[src/rtl/vga_sync_rx.sv]
// rtl/vga_sync_rx.sv - VGA Pmod receiver: sync recovery, mode check, lock FSM, pixel output
module vga_sync_rx #(
  parameter int H_TOTAL     = 800,
  parameter int V_TOTAL     = 525,
  parameter int H_OFFSET    = 144,
  parameter int V_OFFSET    = 35,
  parameter int H_ACTIVE    = 640,
  parameter int V_ACTIVE    = 480,
  parameter bit SYNC_NEG    = 1'b1,
  parameter int LOCK_FRAMES = 2
) (
  input  logic       clk,
  input  logic       rst_n,
  input  logic [7:0] vga_in,
  output logic       locked,
  output logic       pix_valid,
  output logic [9:0] x,
  output logic [9:0] y,
  output logic [5:0] rgb,
  output logic       frame_start,
  output logic [7:0] frame_count,
  output logic       err_line,
  output logic       err_frame
);

  typedef enum logic [1:0] {SEARCH, CHECK, LOCKED} state_e;

  localparam logic [9:0]  HT_M1   = 10'(H_TOTAL - 1);
  localparam logic [9:0]  VT_M1   = 10'(V_TOTAL - 1);
  localparam logic [9:0]  H_OFF10 = 10'(H_OFFSET);
  localparam logic [9:0]  V_OFF10 = 10'(V_OFFSET);
  localparam logic [10:0] H_LO    = 11'(H_OFFSET);
  localparam logic [10:0] H_HI    = 11'(H_OFFSET + H_ACTIVE);
  localparam logic [10:0] V_LO    = 11'(V_OFFSET);
  localparam logic [10:0] V_HI    = 11'(V_OFFSET + V_ACTIVE);
  localparam logic [3:0]  LOCK_N  = 4'(LOCK_FRAMES);

  logic [7:0] s_q;
  logic       s_vld_q, hs_d_q, v_prev_q;
  logic [9:0] hcnt_q, hcnt_d, vcnt_q, vcnt_d;
  state_e     state_q, state_d;
  logic [3:0] good_q, good_d, good_inc;
  logic       frame_start_q, err_line_q, err_frame_q;
  logic [7:0] frame_count_q, frame_count_d;
  logic       pix_valid_q, pix_valid_d;
  logic [9:0] x_q, x_d, y_q, y_d;
  logic [5:0] rgb_q, rgb_d;

  logic hs, vs, h_edge, fstart, timeout, line_bad, frame_bad, v_prev_d;
  logic h_in, v_in, in_check;

  // Reset value of s decodes as asserted syncs; s_vld_q masks that one bogus sample.
  assign hs       = s_q[7] ^ SYNC_NEG;
  assign vs       = s_q[3] ^ SYNC_NEG;
  assign h_edge   = s_vld_q & hs & ~hs_d_q;
  assign fstart   = h_edge & vs & ~v_prev_q;
  assign v_prev_d = h_edge ? vs : v_prev_q;

  assign timeout   = ~h_edge & (hcnt_q == 10'h3FE);
  assign line_bad  = (h_edge & (hcnt_q != HT_M1)) | timeout;
  assign frame_bad = fstart & (vcnt_q != VT_M1);
  assign in_check  = (state_q != SEARCH);
  assign good_inc  = good_q + 4'd1;

  always_comb begin
    hcnt_d = hcnt_q;
    if (h_edge)
      hcnt_d = '0;
    else if (hcnt_q != 10'h3FF)
      hcnt_d = hcnt_q + 10'd1;
  end

  always_comb begin
    vcnt_d = vcnt_q;
    if (fstart)
      vcnt_d = '0;
    else if (h_edge && vcnt_q != 10'h3FF)
      vcnt_d = vcnt_q + 10'd1;
  end

  always_comb begin
    state_d = state_q;
    good_d  = good_q;
    case (state_q)
      SEARCH: begin
        if (fstart) begin
          state_d = CHECK;
          good_d  = '0;
        end
      end
      CHECK: begin
        if (line_bad) begin
          state_d = SEARCH;
        end else if (fstart) begin
          if (frame_bad) begin
            state_d = SEARCH;
          end else begin
            good_d = good_inc;
            if (good_inc == LOCK_N) state_d = LOCKED;
          end
        end
      end
      LOCKED: begin
        if (line_bad || frame_bad) state_d = SEARCH;
      end
      default: state_d = SEARCH;
    endcase
  end

  assign frame_count_d = (fstart && state_q == LOCKED) ? frame_count_q + 8'd1 : frame_count_q;

  // Pixel coordinates use the counter values that belong to the sample now in s.
  assign h_in = ({1'b0, hcnt_d} >= H_LO) && ({1'b0, hcnt_d} < H_HI);
  assign v_in = ({1'b0, vcnt_d} >= V_LO) && ({1'b0, vcnt_d} < V_HI);

  always_comb begin
    pix_valid_d = (state_q == LOCKED) && h_in && v_in;
    x_d         = '0;
    y_d         = '0;
    rgb_d       = '0;
    if (pix_valid_d) begin
      x_d   = hcnt_d - H_OFF10;
      y_d   = vcnt_d - V_OFF10;
      rgb_d = {s_q[0], s_q[4], s_q[1], s_q[5], s_q[2], s_q[6]};
    end
  end

  always_ff @(posedge clk) begin
    if (!rst_n) begin
      s_q           <= '0;
      s_vld_q       <= 1'b0;
      hs_d_q        <= 1'b0;
      v_prev_q      <= 1'b0;
      hcnt_q        <= '0;
      vcnt_q        <= '0;
      state_q       <= SEARCH;
      good_q        <= '0;
      frame_start_q <= 1'b0;
      err_line_q    <= 1'b0;
      err_frame_q   <= 1'b0;
      frame_count_q <= '0;
      pix_valid_q   <= 1'b0;
      x_q           <= '0;
      y_q           <= '0;
      rgb_q         <= '0;
    end else begin
      s_q           <= vga_in;
      s_vld_q       <= 1'b1;
      hs_d_q        <= hs;
      v_prev_q      <= v_prev_d;
      hcnt_q        <= hcnt_d;
      vcnt_q        <= vcnt_d;
      state_q       <= state_d;
      good_q        <= good_d;
      frame_start_q <= fstart;
      err_line_q    <= line_bad & in_check;
      err_frame_q   <= frame_bad & in_check;
      frame_count_q <= frame_count_d;
      pix_valid_q   <= pix_valid_d;
      x_q           <= x_d;
      y_q           <= y_d;
      rgb_q         <= rgb_d;
    end
  end

  assign locked      = (state_q == LOCKED);
  assign pix_valid   = pix_valid_q;
  assign x           = x_q;
  assign y           = y_q;
  assign rgb         = rgb_q;
  assign frame_start = frame_start_q;
  assign frame_count = frame_count_q;
  assign err_line    = err_line_q;
  assign err_frame   = err_frame_q;

endmodule
[config.mk]
export PLATFORM = sky130hd
export DESIGN_NAME = vga_sync_rx
export DESIGN_NICKNAME = d
export VERILOG_FILES = /design/src/rtl/vga_sync_rx.sv
export SDC_FILE = /design/constraint.sdc
export NUM_CORES = 1
export LEC_CHECK = 0
export BUFFER_PORTS_ARGS = -buffer_cell sky130_fd_sc_hd__buf_2
export CAP_MARGIN = 20
export CORE_ASPECT_RATIO = 0.5
export CORE_MARGIN = 4
export CORE_UTILIZATION = 60
export DETAILED_ROUTE_END_ITERATION = 7
export HOLD_SLACK_MARGIN = 0.1
export PLACE_DENSITY = 0.8
export SYNTH_ARGS = -nofsm -noshare
export SYNTH_HDL_FRONTEND = slang
export SYNTH_SLANG_ARGS = --single-unit
[constraint.sdc]
create_clock -name clk -period 8.02 [get_ports clk]
set_clock_uncertainty 0.2 [all_clocks]
set_input_delay 0.401 -clock clk [delete_from_list [all_inputs] [get_ports clk]]
set_output_delay 0.401 -clock clk [all_outputs]
set_load 0.005 [all_outputs]
==> impl_results.md <==
- Critical Path AT: roughly 4.5 ns
- IO buf count: 48
- Leakage power: roughly 1.7 nW
- CTS clk-pin slew, worst paths: around 0.060 ns
- Asr flop ratio synth: 0%
- Post-Syn Nets: ~420
- TNS Setup: 0 ns
- Final min period: 4.47 ns
- 1st-pass router iterations: 5
- Vias per inst: slightly below 6
- CTS tree: done
- FF+latch area: between 0.0015 and 0.002 mm2
- Remaining antenna violation count: 0
- Post-CTS setup buffer count: 0
- Slew HR: between 20% and 30%
- Fmax: 0.224 GHz
- Pin count of the biggest net entering global routing: 28
- CTS Hold Bufs: 8
- RD Place Congestion: approximately 0.91
- Mean Syn Cell Area: between 8 and 9 um2
- Total Power: between 0.8 and 0.9 mW
- Setup WS pre-CTS: 3.53 ns
- #FFs+latches synth: 75
- Worst Path Max Fanout: 19
- Placed cells: 500
- DR WL/cell: roughly 15 um
- Count of different cell masters after synthesis: 57
- Top cell type's share of synthesized area: between 40 and 50%
- Full die area: 0.00710 mm2
- Synth Area in Adders: under 10%
- Layout area overhead: 18.7%
- H-tree levels: 3
- Status: finished clean
- Post-DP Area: approximately 0.0037 mm2
- Synth Cell Area: ~0.0034 mm2
- Initial Utilization: a little over three fifths
- Ranking of synthesized cells by area: dfxtp_1 44%, nor2_1 6.8%, ha_1 3.6%, and2_1 3.1%, xor2_1 3.0%
- Vias in the first global route: between 2000 and 3000
- Slew Limit Fails: 0
- Diode count: 0
- Root Driver: clkbuf_16
- Clk sinks: 75
- Final Cycle Share: 55.7%
- Tightest Hold Check Type: in -> reg
- Most frequent cells after synthesis: 75 x dfxtp_1, 62 x nor2_1, 21 x inv_1
- FILL cells: 417
- GRT Util Overall: a little under a quarter
- Layout Cells excl Fill: 525
- WP data required: about 8.1 ns
- Post_cts resized: 0
- CP Launch Type: flop
- Routed wire length: just under 8000 um
- Final Instance Area: between 0.004 and 0.005 mm2
- Synth Area in XOR/XNOR: 5.59%
- First-pass GRT wire length: approximately 13000 um
- Least-Margin Pin Slew: 1.05 ns
- Final hold viol count: 0
- Die extent in x: 115 um
- Worst Setup Slack, final: about 3.6 ns
- Hold_ws: roughly 0.19 ns
- Post-DP HPWL: about 5300 um
- CP Class: reg -> reg
- Clock tree buffer depth: 2
- Clock Latency Late Sink: between 0.3 and 0.4 ns
- Synth Flop Type: dfxtp_1
- Core region area: roughly 0.0055 mm2
- Most common cell in the netlist: dfxtp_1
- Synth Area in Simple Gates: a little over a quarter
- RSZ-0062 raised after global routing: false
- Number of antenna violations at the first check in global routing: 0
- Yosys warning count: 0
- Final #Nets: approximately 470
- Final setup fails: 0
- Max-cap violations: 0
- VDD IR max: 0.234 mV
- Post-synth EDFFs: 0
- I/O Pins: 49
- Die Ht: 61.6 um
- Compound-Gate Fraction of Synth Area: roughly 14%
- Largest family of logic cells by synthesized area: simple AND/OR/NAND/NOR gates
- Footprint of the multi-input gates: between 0.0015 and 0.002 mm2
- Post-layout util: between 70% and 80%
- Layout cells sized above 1: approximately 16%
- Multiplexer area fraction after synthesis: around 1.8%
- Cell taking the most area after synthesis: dfxtp_1
- Pwr dens: between 200 and 250 mW/mm2
- DR iter-0 viols: a little under 300
- Worst setup EP type: flop
- TritonCTS Buffers: 9
- DRC: 0
- Rows: 19
- Grt total ovfl: 0
- Mapped Cells: around 400
- Register area share after synthesis: a little over two fifths
- Via count: 3056
## layout make-up
class / count / share of cell area (%)
sequential: 75 / 36.7
multi-input combinational: 281 / 43.2
inverter: 22 / 2.02
timing repair buffer: 58 / 8.38
tap: 73 / 2.23
clock inverter: 5 / 1.53
clock buffer: 11 / 5.93
## per-layer routing
metal  up-vias  GRT usage (%)  routed length, um
li1       1493              -                  -
met5         -              0                  0
met1      1422           28.2               3460
met4         0           8.36                117
met2       122           40.1               3650
met3        19           6.28                553
## power breakdown
| group | switching [mW] | internal [mW] |
|---|---|---|
| Clock | 0.153 | 0.250 |
| Sequential | 0.00542 | 0.378 |
| Combinational | 0.0253 | 0.0159 |
## path summary, 6_finish.rpt
kind,startpoint,endpoint,slack [ns],cells after the start
worst max-delay path,s_q[7],x[7],3.55,10
worst min-delay path,rst_n,s_vld_q,0.19,1
worst max register to register,s_q[7],x[7],3.55,10
worst min register to register,s_q[4],rgb[4],0.21,2
## registers in the layout, summed over array words and instances, names as in the netlist
name / cells
frame_count: 8
hs_d_q: 1
frame_start: 1
y: 10
v_prev_q: 1
s_q: 8
s_vld_q: 1
x: 10
state_q: 2
hcnt_q: 10
vcnt_q: 10
err_frame: 1
good_q: 4
pix_valid: 1
rgb: 6
err_line: 1
## worst max-delay path, stage by stage (launching register included)
cell	delay, ns
dfxtp_1	0.33
or3b_1	0.64
nor2_1	0.88
nor2_1	0.19
ha_1	0.27
inv_1	0.09
o311ai_0	0.34
or4_1	0.53
a311o_1	0.53
buf_8	0.23
nor3b_2	0.16
## kinds of logic (layout without fill, tap and decap cells)
logic type               after synthesis  in the layout
buffers and inverters                 39             96
adder cells (fa/ha/maj)               10             10
AND/OR/NAND/NOR                      175            175
multiplexers                           6              6
AO/OA/AOI/OAI                         68             68
flip-flops                            75             75
XOR/XNOR                              22             22
## layout by cell type (no fill, tap or decap), types with 12 or more instances in the layout
master   Yosys  final
buf_2        0     48
nor2_1      62     62
nand2_1     20     20
xor2_1      12     12
inv_1       21     21
dfxtp_1     75     75
and2_1      17     17
a21oi_1     18     18
nand3_1     18     18
(Power assumes the default switching activity.)
